[src/rtl/gcd_pkg.sv]
// Shared types and helpers for the time-shared GCD scheduler.
package gcd_pkg;

  // Scheduler FSM states. IDLE is the reset state.
  typedef enum logic [1:0] {
    ST_IDLE = 2'd0,
    ST_CALC = 2'd1,
    ST_DONE = 2'd2
  } gcd_state_e;

  // Width of a requester index. It is at least one bit, so a single requester still has an id port.
  function automatic int id_width(input int n);
    return (n > 1) ? $clog2(n) : 1;
  endfunction

endpackage

[src/rtl/gcd_dpath.sv]
// Iterative subtractive GCD datapath: one swap-or-subtract step per enabled cycle.
module gcd_dpath #(
  parameter int W = 16
) (
  input  logic         clk,
  input  logic         rst_n,
  input  logic         load,
  input  logic         step,
  input  logic [W-1:0] a_in,
  input  logic [W-1:0] b_in,
  output logic         done,
  output logic [W-1:0] result
);

  logic [W-1:0] r_a;
  logic [W-1:0] r_b;

  // Load operands, or take one step. Keeping A <= B lets B-A never underflow.
  always_ff @(posedge clk or negedge rst_n) begin
    if (!rst_n) begin
      r_a <= '0;
      r_b <= '0;
    end else if (load) begin
      r_a <= a_in;
      r_b <= b_in;
    end else if (step) begin
      if (r_b < r_a) begin
        r_a <= r_b;
        r_b <= r_a;
      end else if (r_a != '0) begin
        r_b <= r_b - r_a;
      end
    end
  end

  // The job is finished once A reaches zero, and B then holds the GCD.
  always_comb begin
    done   = (r_a == '0);
    result = r_b;
  end

endmodule

[src/rtl/gcd_sched.sv]
// Round-robin scheduler that shares one GCD datapath among N requesters, one job at a time.
module gcd_sched
  import gcd_pkg::*;
#(
  parameter  int W  = 16,
  parameter  int N  = 4,
  localparam int IW = id_width(N)
) (
  input  logic           clk,
  input  logic           rst_n,
  input  logic [N-1:0]   req_val,
  output logic [N-1:0]   req_rdy,
  input  logic [N*W-1:0] req_a,
  input  logic [N*W-1:0] req_b,
  output logic           resp_val,
  input  logic           resp_rdy,
  output logic [W-1:0]   resp_gcd,
  output logic [IW-1:0]  resp_id,
  output logic           busy
);

  gcd_state_e    r_state;
  gcd_state_e    w_nxt_state;
  logic [IW-1:0] r_ptr;
  logic [IW-1:0] r_id;

  logic [IW-1:0] w_gnt_idx;
  logic          w_gnt_any;
  int            w_rr;
  logic          w_load;
  logic          w_step;
  logic          w_done;
  logic [W-1:0]  w_result;

  // Round-robin search from r_ptr. Scanning from the far end lets the nearest requester win.
  always_comb begin
    w_gnt_any = 1'b0;
    w_gnt_idx = '0;
    w_rr      = 0;
    for (int k = N - 1; k >= 0; k--) begin
      w_rr = int'(r_ptr) + k;
      if (w_rr >= N) w_rr = w_rr - N;
      if (req_val[w_rr]) begin
        w_gnt_any = 1'b1;
        w_gnt_idx = IW'(w_rr);
      end
    end
  end

  // State register.
  always_ff @(posedge clk or negedge rst_n) begin
    if (!rst_n) r_state <= ST_IDLE;
    else        r_state <= w_nxt_state;
  end

  // Next-state logic. DONE waits for the consumer, and the return to IDLE causes a one-cycle bubble.
  always_comb begin
    w_nxt_state = r_state;
    case (r_state)
      ST_IDLE: if (w_gnt_any) w_nxt_state = ST_CALC;
      ST_CALC: if (w_done)    w_nxt_state = ST_DONE;
      ST_DONE: if (resp_rdy)  w_nxt_state = ST_IDLE;
      default:                w_nxt_state = ST_IDLE;
    endcase
  end

  // Output decode. Response fields are held at zero outside DONE.
  always_comb begin
    req_rdy  = '0;
    w_load   = 1'b0;
    w_step   = 1'b0;
    resp_val = 1'b0;
    resp_gcd = '0;
    resp_id  = '0;
    busy     = (r_state != ST_IDLE);
    case (r_state)
      ST_IDLE: begin
        if (w_gnt_any) begin
          req_rdy[w_gnt_idx] = 1'b1;
          w_load             = 1'b1;
        end
      end
      ST_CALC: w_step = 1'b1;
      ST_DONE: begin
        resp_val = 1'b1;
        resp_gcd = w_result;
        resp_id  = r_id;
      end
      default: ;
    endcase
  end

  // Owner tracking. The owner is latched on accept, and the pointer moves past it when its result is taken.
  always_ff @(posedge clk or negedge rst_n) begin
    if (!rst_n) begin
      r_id  <= '0;
      r_ptr <= '0;
    end else begin
      if (w_load) r_id <= w_gnt_idx;
      if (r_state == ST_DONE && resp_rdy)
        r_ptr <= (r_id == IW'(N - 1)) ? '0 : r_id + 1'b1;
    end
  end

  gcd_dpath #(.W(W)) u_dpath (
    .clk    (clk),
    .rst_n  (rst_n),
    .load   (w_load),
    .step   (w_step),
    .a_in   (req_a[w_gnt_idx*W +: W]),
    .b_in   (req_b[w_gnt_idx*W +: W]),
    .done   (w_done),
    .result (w_result)
  );

endmodule

[config.mk]
export PLATFORM = sky130hd
export DESIGN_NAME = gcd_sched
export DESIGN_NICKNAME = d
export VERILOG_FILES = /design/src/rtl/gcd_pkg.sv /design/src/rtl/gcd_dpath.sv /design/src/rtl/gcd_sched.sv
export SDC_FILE = /design/constraint.sdc
export NUM_CORES = 1
export LEC_CHECK = 0
export BUFFER_PORTS_ARGS = -buffer_cell sky130_fd_sc_hd__buf_4
export CAP_MARGIN = 15
export CORE_AREA = 5 5 95 97
export CTS_CLUSTER_DIAMETER = 50
export CTS_CLUSTER_SIZE = 28
export DETAILED_ROUTE_END_ITERATION = 6
export DIE_AREA = 0 0 100 102
export GPL_TIMING_DRIVEN = 0
export PLACE_DENSITY = 0.9
export SLEW_MARGIN = 5
export SYNTH_ARGS = -nofsm -noshare
export SYNTH_HDL_FRONTEND = slang
export SYNTH_SLANG_ARGS = --single-unit
export TNS_END_PERCENT = 30
[constraint.sdc]
create_clock -name clk -period 3 [get_ports clk]
set_input_delay 0.3 -clock clk [delete_from_list [all_inputs] [get_ports clk]]
set_output_delay 0.3 -clock clk [all_outputs]
set_load 0.1 [all_outputs]
* After elaboration in Yosys (flattened, before gate mapping) *
Index checks and enable logic that the tools add are counted.

word-level totals
  flip-flop bits (word level) = 38
  bits of input ports = 135
  output and inout bits = 24
  word-level logic and storage cells = 91

cells by class
  add/subtract/negate cells = 9
  magnitude comparators = 11
  equality and inequality tests = 6
  shift operators = 2
  mux-type cells = 46
  reduce and logical (&&, ||, !) cells = 12

operator list
  operator                                                                              number
  32-bit by 4-bit less-than comparator with 1-bit output (second input constant)        4
  16-bit two-way mux                                                                    8
  32-bit two-way mux                                                                    4
  64-bit by 7-bit variable part select with 16-bit output                               2
  2-bit two-way mux                                                                     9
  1-bit two-way mux                                                                     17
  16-bit zero test                                                                      1
  16-bit less-than comparator                                                           1
  16-bit nonzero test                                                                   1
  16-bit subtractor                                                                     1
  3-bit by 3-bit subtractor with 4-bit output (second input constant)                   3
  3-bit greater-or-equal comparator (second input constant)                             3
  1-bit binary-select mux with 2-bit select                                             4
  4-bit two-way mux                                                                     2
  2-bit by 2-bit adder with 3-bit output (second input constant)                        2
  2-bit case mux with 3 select lines                                                    1
  2-bit nonzero test                                                                    3
  2-bit equality test (second input constant)                                           2
  2-bit inequality test (second input constant)                                         2
  2-bit AND reduction                                                                   2
  2-bit by 3-bit subtractor with 4-bit output (second input constant)                   1
  2-bit by 1-bit adder with 3-bit output (second input constant)                        1
  2-bit by 3-bit greater-or-equal comparator with 1-bit output (second input constant)  1
  2-bit by 3-bit less-than comparator with 1-bit output (second input constant)         1
  other kinds (9)                                                                       10

* Longest topological paths before layout *
Gate-level depths: netlist (run 1).

  depth in word-level cells = 16
  depth in mapped cells = 11
  depth with buffers taken out = 10

* Hierarchy *
From an unflattened synthesis (run 1), not the netlist that was laid out.

second synthesis, totals
  cells, all modules = 457
  area total of the unflattened synthesis = 4,062.6 µm²

by module, submodules not included
  module     instances  cells each  area each (µm²)  seq. area each (µm²)
  gcd_dpath  1          287         2,529.9          800.8
  gcd_sched  1          170         1,532.7          150.1

* Worst setup path after synthesis (run 1) *
OpenSTA, ideal clock, no wires.

  path kind = flip-flop to output port
  start = register r_state[1]
  end = output port req_rdy[0]
  arrival time = 3.600 ns
  required time = 2.700 ns
  setup slack = -0.900 ns
  stages on the path, launching flop included = 6
  cell sequence = dfrtp_1 or2_2 a31o_2 clkbuf_1 buf_2 nor3_1

between the ends
  cells in the longest elaborated chain, start to end = 2

ends and longest elaborated chain
  what                    line             RTL
  start, declared         gcd_sched.sv:22  gcd_state_e r_state;
  start signal, assigned  gcd_sched.sv:53  else r_state <= w_nxt_state;
  2-bit zero test         gcd_sched.sv:76  case (r_state)
  4-bit two-way mux       gcd_sched.sv:76
  end, declared           gcd_sched.sv:12  output logic [N-1:0] req_rdy,

Every way passes these cells.

* Worst setup path in the final report (run 1) *
  start = register u_dpath.r_a[9]
  end = register u_dpath.r_b[4], in the netlist u_dpath.result[4]

between the ends
  cells in the longest elaborated chain, start to end = 4
  elaborated cells on any way between the ends = 7
  classes of those cells = order compare: 1; mux: 3; reduce/logical: 3

ends and longest elaborated chain
  what                         line             RTL
  start, declared              gcd_dpath.sv:15  logic [W-1:0] r_a;
  start signal, assigned       gcd_dpath.sv:24  r_a <= a_in;
  start signal, assigned       gcd_dpath.sv:28  r_a <= r_b;
  16-bit less-than comparator  gcd_dpath.sv:27  if (r_b < r_a) begin
  16-bit two-way mux           gcd_dpath.sv:27
  16-bit two-way mux           gcd_dpath.sv:26  end else if (step) begin
  16-bit two-way mux           gcd_dpath.sv:23  end else if (load) begin
  end signal, assigned         gcd_dpath.sv:25  r_b <= b_in;
  end signal, assigned         gcd_dpath.sv:29  r_b <= r_a;
  end signal, assigned         gcd_dpath.sv:31  r_b <= r_b - r_a;
  end, declared                gcd_dpath.sv:16  logic [W-1:0] r_b;

Parallel ways exist; a longest one is shown, timed or not. The select of a mux whose other input is x is not followed.
A chain may end at the register's enable or synchronous reset.

==> results of run 1 <==
## what timing repair did
action	in CTS	in global routing
pin swaps	1	1
gates resized for setup	0	7
endpoints found under the setup margin	1	25
buffers inserted	0	4
endpoints found under the hold margin	38	0
hold buffers	1	0
## cell families after synthesis
family                   Yosys count  synth area share, %
AND/OR/NAND/NOR                  194                 24.0
AO/OA/AOI/OAI                    140                 26.3
buffers and inverters             57                 6.39
multiplexers                      45                 11.6
adder cells (fa/ha/maj)           18                 5.92
XOR/XNOR                           7                 1.56
flip-flops                        38                 24.2
## critical path: cells and delay by family, from the launching register on
family                     cells  cell delay (ps)
AOI/OAI and AO/OA              5             1030
and+or+nand+nor                2              590
buffers and inverters          3              470
DFF                            1              430
adders and majority gates      1              310
## sequential cells by signal, summed over array words and instances, names as in the netlist
register        flops
r_id                2
r_ptr               2
u_dpath.r_a        16
r_state             2
u_dpath.result     16
## power groups by stage
stage	Sequential (uW)	Combinational, uW	Clock, uW
6_report	1110	4190	544
3_3_place_gp	1070	3650	0
5_1_grt	1120	4580	565
2_1_floorplan	957	2930	0
4_1_cts	1080	3890	541
3_5_place_dp	1090	3830	0
## cell usage in the layout (no fill, tap or decap), types with 4 or more instances in the layout
cell and count:
nor3_1 5, nand3_1 5, clkbuf_8 6, nor4_1 4, inv_1 21, a221o_1 16, buf_4 165, nor3_2 4
o21ai_1 14, o21ai_0 13, and3_1 19, o22ai_1 6, and2_1 16, a21o_1 4, clkbuf_1 15, a31oi_1 6
dfrtp_1 38, buf_2 12, a311oi_1 17, nor2_1 18, mux2_2 5, mux2i_1 39, nand2_1 94, o211ai_1 4
a211oi_1 13, xnor2_1 4, a21oi_1 19, ha_1 17, nor2b_1 5
## path summary, 6_finish.rpt
| kind | start | endpoint | slack [ps] |
|---|---|---|---|
| min in group asynchronous | rst_n | u_dpath.r_a[2] | 520 |
| max reg2reg | u_dpath.r_a[9] | u_dpath.result[4] | 80 |
| max | u_dpath.r_a[9] | u_dpath.result[4] | 80 |
| max in group asynchronous | rst_n | u_dpath.r_a[9] | 2140 |
| min | resp_rdy | r_state[1] | 240 |
| min reg2reg | u_dpath.result[0] | u_dpath.r_a[0] | 530 |
## metal layers
metal,up-vias,GRT usage [%]
met5,-,0
met4,0,14.2
met3,58,6.01
met2,377,51.4
met1,2245,35.5
li1,2187,-
## cell type report
type                            count  share of cell area, %
Timing Repair Buffer              163                   22.6
Tap cell                          105                   2.39
Sequential cell                    38                   17.3
Clock inverter                      2                   1.09
Buffer                             36                   3.17
Multi-Input combinational cell    404                   50.5
Inverter                           21                   1.44
Clock buffer                        6                   1.51
## through the flow
| step | power [uW] | area (sq um) | utilization, % | hold slack [ps] | setup WS [ps] |
|---|---|---|---|---|---|
| 2_1_floorplan | 3890 | 3950 | - | 4.41 | -48.4 |
| 3_3_place_gp | 4730 | 5270 | 65.5 | 281 | 166 |
| 5_1_grt | 6270 | 5490 | 68.1 | 236 | -50.0 |
| 3_5_place_dp | 4920 | 5270 | 65.5 | 290 | 67.5 |
| 6_report | 5850 | 5490 | 68.1 | 243 | 76.8 |
| 4_1_cts | 5510 | 5420 | 67.4 | 223 | 46.2 |
==> impl_metrics.json, run 1 <==
{
  "outcome": "finished clean",
  "crit_chain": "inv_1 -> ha_1 -> buf_2 -> a21oi_1 -> o21ai_0 -> a21o_1 -> nor3_4 -> or2_1 -> buf_4 -> o21ai_1 -> o21ai_1",
  "clock_sinks": 38,
  "drt_iter0_drc": 521,
  "report.final.hold_viol_count": 0,
  "skew_ps": 5.56,
  "ys_seq_area_share_pct": 24.2,
  "layout-drive-gt1-share_pct": 32.1,
  "first_global_vias": 4788,
  "cp.arrival_ps": 3130,
  "slew_headroom_pct": 54.5,
  "synth_top_area_share_pct": 24.2,
  "cp.required_ps": 3210,
  "post-place-cells": 762,
  "max_freq_mhz": 342,
  "antenna_found_initial": 0,
  "p_sw_uw": 2850,
  "cpPeakStageDelay_ps": 430,
  "crit_type": "flip-flop to flip-flop",
  "cp_slowest_cell": "dfrtp_1",
  "grt_start_max_net_pins": 39,
  "crit_top_cell": "o21ai_1",
  "synth.cell_area_sq_um": 3930,
  "routed_wl_microns": 15600,
  "ys_top_cells_by_count": "nand2_1, mux2i_1, dfrtp_1",
  "antenna_cells": 0,
  "period_needed_ps": 2920,
  "fp.dieH_microns": 102,
  "start_util_pct": 48.9,
  "wl_met1_microns": 5670,
  "antenna_left": 0,
  "met3_length_microns": 1620,
  "synth_cell_types": 62,
  "via_count": 4867,
  "die_area_sq_um": 10200,
  "yosys.area.top_type": "dfrtp_1",
  "crit_fanout": 10,
  "gp_congestion": 0.953,
  "synth_edf_count": 0,
  "yosys_warnings": 0,
  "viasPerCell": 6.28,
  "grt_pass1_wl_microns": 24000,
  "drc_errors": 0,
  "layoutNonFillerInstCount": 775,
  "tns_ps": 0,
  "ir_drop_mv": 0.454,
  "setup_violations": 0,
  "clockBufferDepth": 2,
  "num-nets-final": 822,
  "die-width_microns": 100,
  "cap_violations": 0,
  "wire_per_inst_microns": 20.1,
  "pwr-share-seq_pct": 19.0,
  "row_count": 33,
  "globalRoute.totalOverflow": 0,
  "seq_area_sq_um": 951,
  "synth_top_flop_cell": "dfrtp_1",
  "syn2layout_area_growth_pct": 39.5,
  "synth_most_common_cell": "nand2_1",
  "core_sq_um": 8050,
  "grt_usage_pct": 29.7,
  "io_buffers": 158,
  "intPower_uw": 3000,
  "holdPathStages": 2,
  "clkTransAtPathRegs_ps": 70,
  "cts_tree": "built",
  "dp_hpwl_microns": 12300,
  "maxSlewViolCount": 0,
  "worstMarginPinSlew_ps": 680,
  "netlist_top_cells_area": "dfrtp_1, mux2i_1, nand2_1",
  "combPwrFrac_pct": 71.7,
  "ys_async_sr_fraction_pct": 100,
  "powerDensity_nw_per_um2": 1070,
  "drt-pass1-iter-count": 5,
  "clk_latency_ps": 300,
  "numCtsBuffers": 5,
  "critPathLaunchType": "flip-flop",
  "ioPinCount": 159,
  "dr_wl_met2_microns": 7590,
  "root_buffer": "clkbuf_8",
  "period_share_pct": 97.4,
  "syn_nets": 652,
  "htreeDepth": 2,
  "hp-class": "input pin to flip-flop",
  "nFillCells": 616,
  "synthCells": 499,
  "switching_share_pct": 48.8,
  "syn_area_per_cell_sq_um": 7.88,
  "p_leak_uw": 0.00274,
  "synth-seq-cells": 38,
  "rsz0062_at_grt": "true",
  "multiInputGateArea_sq_um": 2770,
  "cp-end-kind": "flip-flop",
  "highest_layer": "met4",
  "p_clk_share_pct": 9.3,
  "reg2reg_depth": 11
}
Power figures use the tool's default switching activity.
==> run 2, diff against run 1 <==
BUFFER_PORTS_ARGS = -buffer_cell sky130_fd_sc_hd__buf_2   (was -buffer_cell sky130_fd_sc_hd__buf_4)
==> impl_metrics.json, run 2 (synthesis gave the netlist of run 1 again) <==
{
  "outcome": "finished clean",
  "cts.hold.buffers_added": 0,
  "routed_wl_microns": 14700,
  "hp-class": "input pin to asynchronous set/reset pin",
  "critPathLaunchType": "flip-flop",
  "core_sq_um": 8050,
  "clk_latency_ps": 300,
  "period_share_pct": 96.3,
  "crit_chain": "a21o_1 -> a21oi_1 -> o22ai_1 -> clkbuf_1 -> clkbuf_1 -> nor3_2 -> buf_2",
  "slew_headroom_pct": 43.4,
  "ir_drop_mv": 0.480,
  "layoutNonFillerInstCount": 772,
  "period_needed_ps": 2890,
  "via_count": 4748,
  "drt-pass1-iter-count": 6,
  "report.final.hold_viol_count": 0,
  "clockBufferDepth": 2,
  "cpPeakStageDelay_ps": 460,
  "syn2layout_area_growth_pct": 26.7,
  "grt_pass1_wl_microns": 22700,
  "grt_usage_pct": 28.0,
  "antenna_found_initial": 0,
  "cp.arrival_ps": 2590,
  "p_leak_uw": 0.00258,
  "post-place-cells": 762,
  "layout-drive-gt1-share_pct": 31.6,
  "rr_startpoint": "u_dpath.r_a[0]",
  "num-nets-final": 819,
  "met3_length_microns": 1460,
  "rsz0062_at_grt": "true",
  "die-width_microns": 100,
  "max_freq_mhz": 346,
  "crit_type": "flip-flop to output pin",
  "maxSlewViolCount": 0,
  "crit_top_cell": "clkbuf_1",
  "final_cell_mix": "buf_2, nand2_1, mux2i_1",
  "fp.dieH_microns": 102,
  "antenna_cells": 0,
  "powerDensity_nw_per_um2": 1080,
  "cp_slowest_cell": "buf_2",
  "cts_tree": "built",
  "nFillCells": 692,
  "htreeDepth": 2,
  "die_area_sq_um": 10200,
  "drc_errors": 0,
  "antenna_left": 0,
  "highest_layer": "met4",
  "row_count": 33,
  "setup_violations": 0,
  "crit_fanout": 10,
  "grt_start_max_net_pins": 39,
  "root_buffer": "clkbuf_8",
  "numCtsBuffers": 5,
  "cp-end-kind": "output pin",
  "dp_hpwl_microns": 12000,
  "cap_violations": 0,
  "cp.required_ps": 2700,
  "io_buffers": 158,
  "clock_sinks": 38,
  "clkTransAtPathRegs_ps": 80,
  "placed_cell_area_sq_um": 4880,
  "first_global_vias": 4675,
  "viasPerCell": 6.15,
  "worstMarginPinSlew_ps": 850,
  "start_util_pct": 48.9,
  "dr_wl_met2_microns": 7100,
  "globalRoute.totalOverflow": 0,
  "final_common_cell": "buf_2",
  "wl_met1_microns": 5410,
  "ioPinCount": 159,
  "drt_iter0_drc": 527,
  "wire_per_inst_microns": 19.0,
  "skew_ps": 7.59,
  "gp_congestion": 0.927,
  "hold_ws_ps": 100,
  "setup.worst_path.start": "r_ptr[1]",
  "stdcell_area_sq_um": 4980
}
-- run 2: changes by cell type in the layout (fill, tap and decap cells not counted), sizes merged --
cell	previous run	this run
clkinv	0	2
dlygate4sd3	1	0
buf	182	179
clkinvlp	0	1
bufinv	2	0
-- run 2: area by class of cell --
type                            instances  area, sq um  share of cell area [%]
Sequential cell                        38          951                    19.1
Clock buffer                            5         68.8                    1.38
Timing Repair Buffer                  160          803                    16.1
Tap cell                              105          131                    2.64
Inverter                               21         78.8                    1.58
Clock inverter                          3         21.3                   0.427
Buffer                                 36          174                    3.49
Multi-Input combinational cell        404         2750                    55.3
-- run 2: worst paths after layout --
path	slack (ps)	cells past startpoint	to
max in group asynchronous	2360	1	u_dpath.r_a[7]
worst min register to register	510	1	r_state[1]
worst max-delay path	110	7	req_rdy[2]
min in group clk	210	2	r_state[1]
worst max register to register	110	10	u_dpath.result[4]
worst min-delay path	100	1	u_dpath.result[4]
-- run 2: layer usage --
metal	global-route usage, %	vias to the layer above
met5	0	-
met4	13.4	0
met3	5.12	57
met2	48.6	319
met1	33.6	2186
li1	-	2186
-- run 2: power by group --
part	total, uW	internal, uW	switching [uW]
Combinational	3920	1700	2220
Sequential	1100	784	312
Clock	368	163	204
-- run 2: through the flow --
stage                     TNS, ps  util [%]  worst slack (ps)  power [uW]
after floorplan              -194         -             -48.4        3890
after global placement          0      60.6               185        4690
after detailed placement        0      60.6               107        4820
after CTS                       0      61.7              71.7        5220
after global routing        -56.7      61.9             -32.2        5830
final                           0      61.9               111        5390
-- run 2: what timing repair did --
| action | in CTS | in global routing |
|---|---|---|
| gates resized for setup | 0 | 3 |
| setup endpoints to repair | 0 | 19 |
| setup buffers | 0 | 2 |
-- run 2: critical path, delay by kind of cell (launching register included) --
family	cells	cell delay (ps)
flops	1	450
simple gates	1	280
compound gates	3	490
buf+inv	3	1070
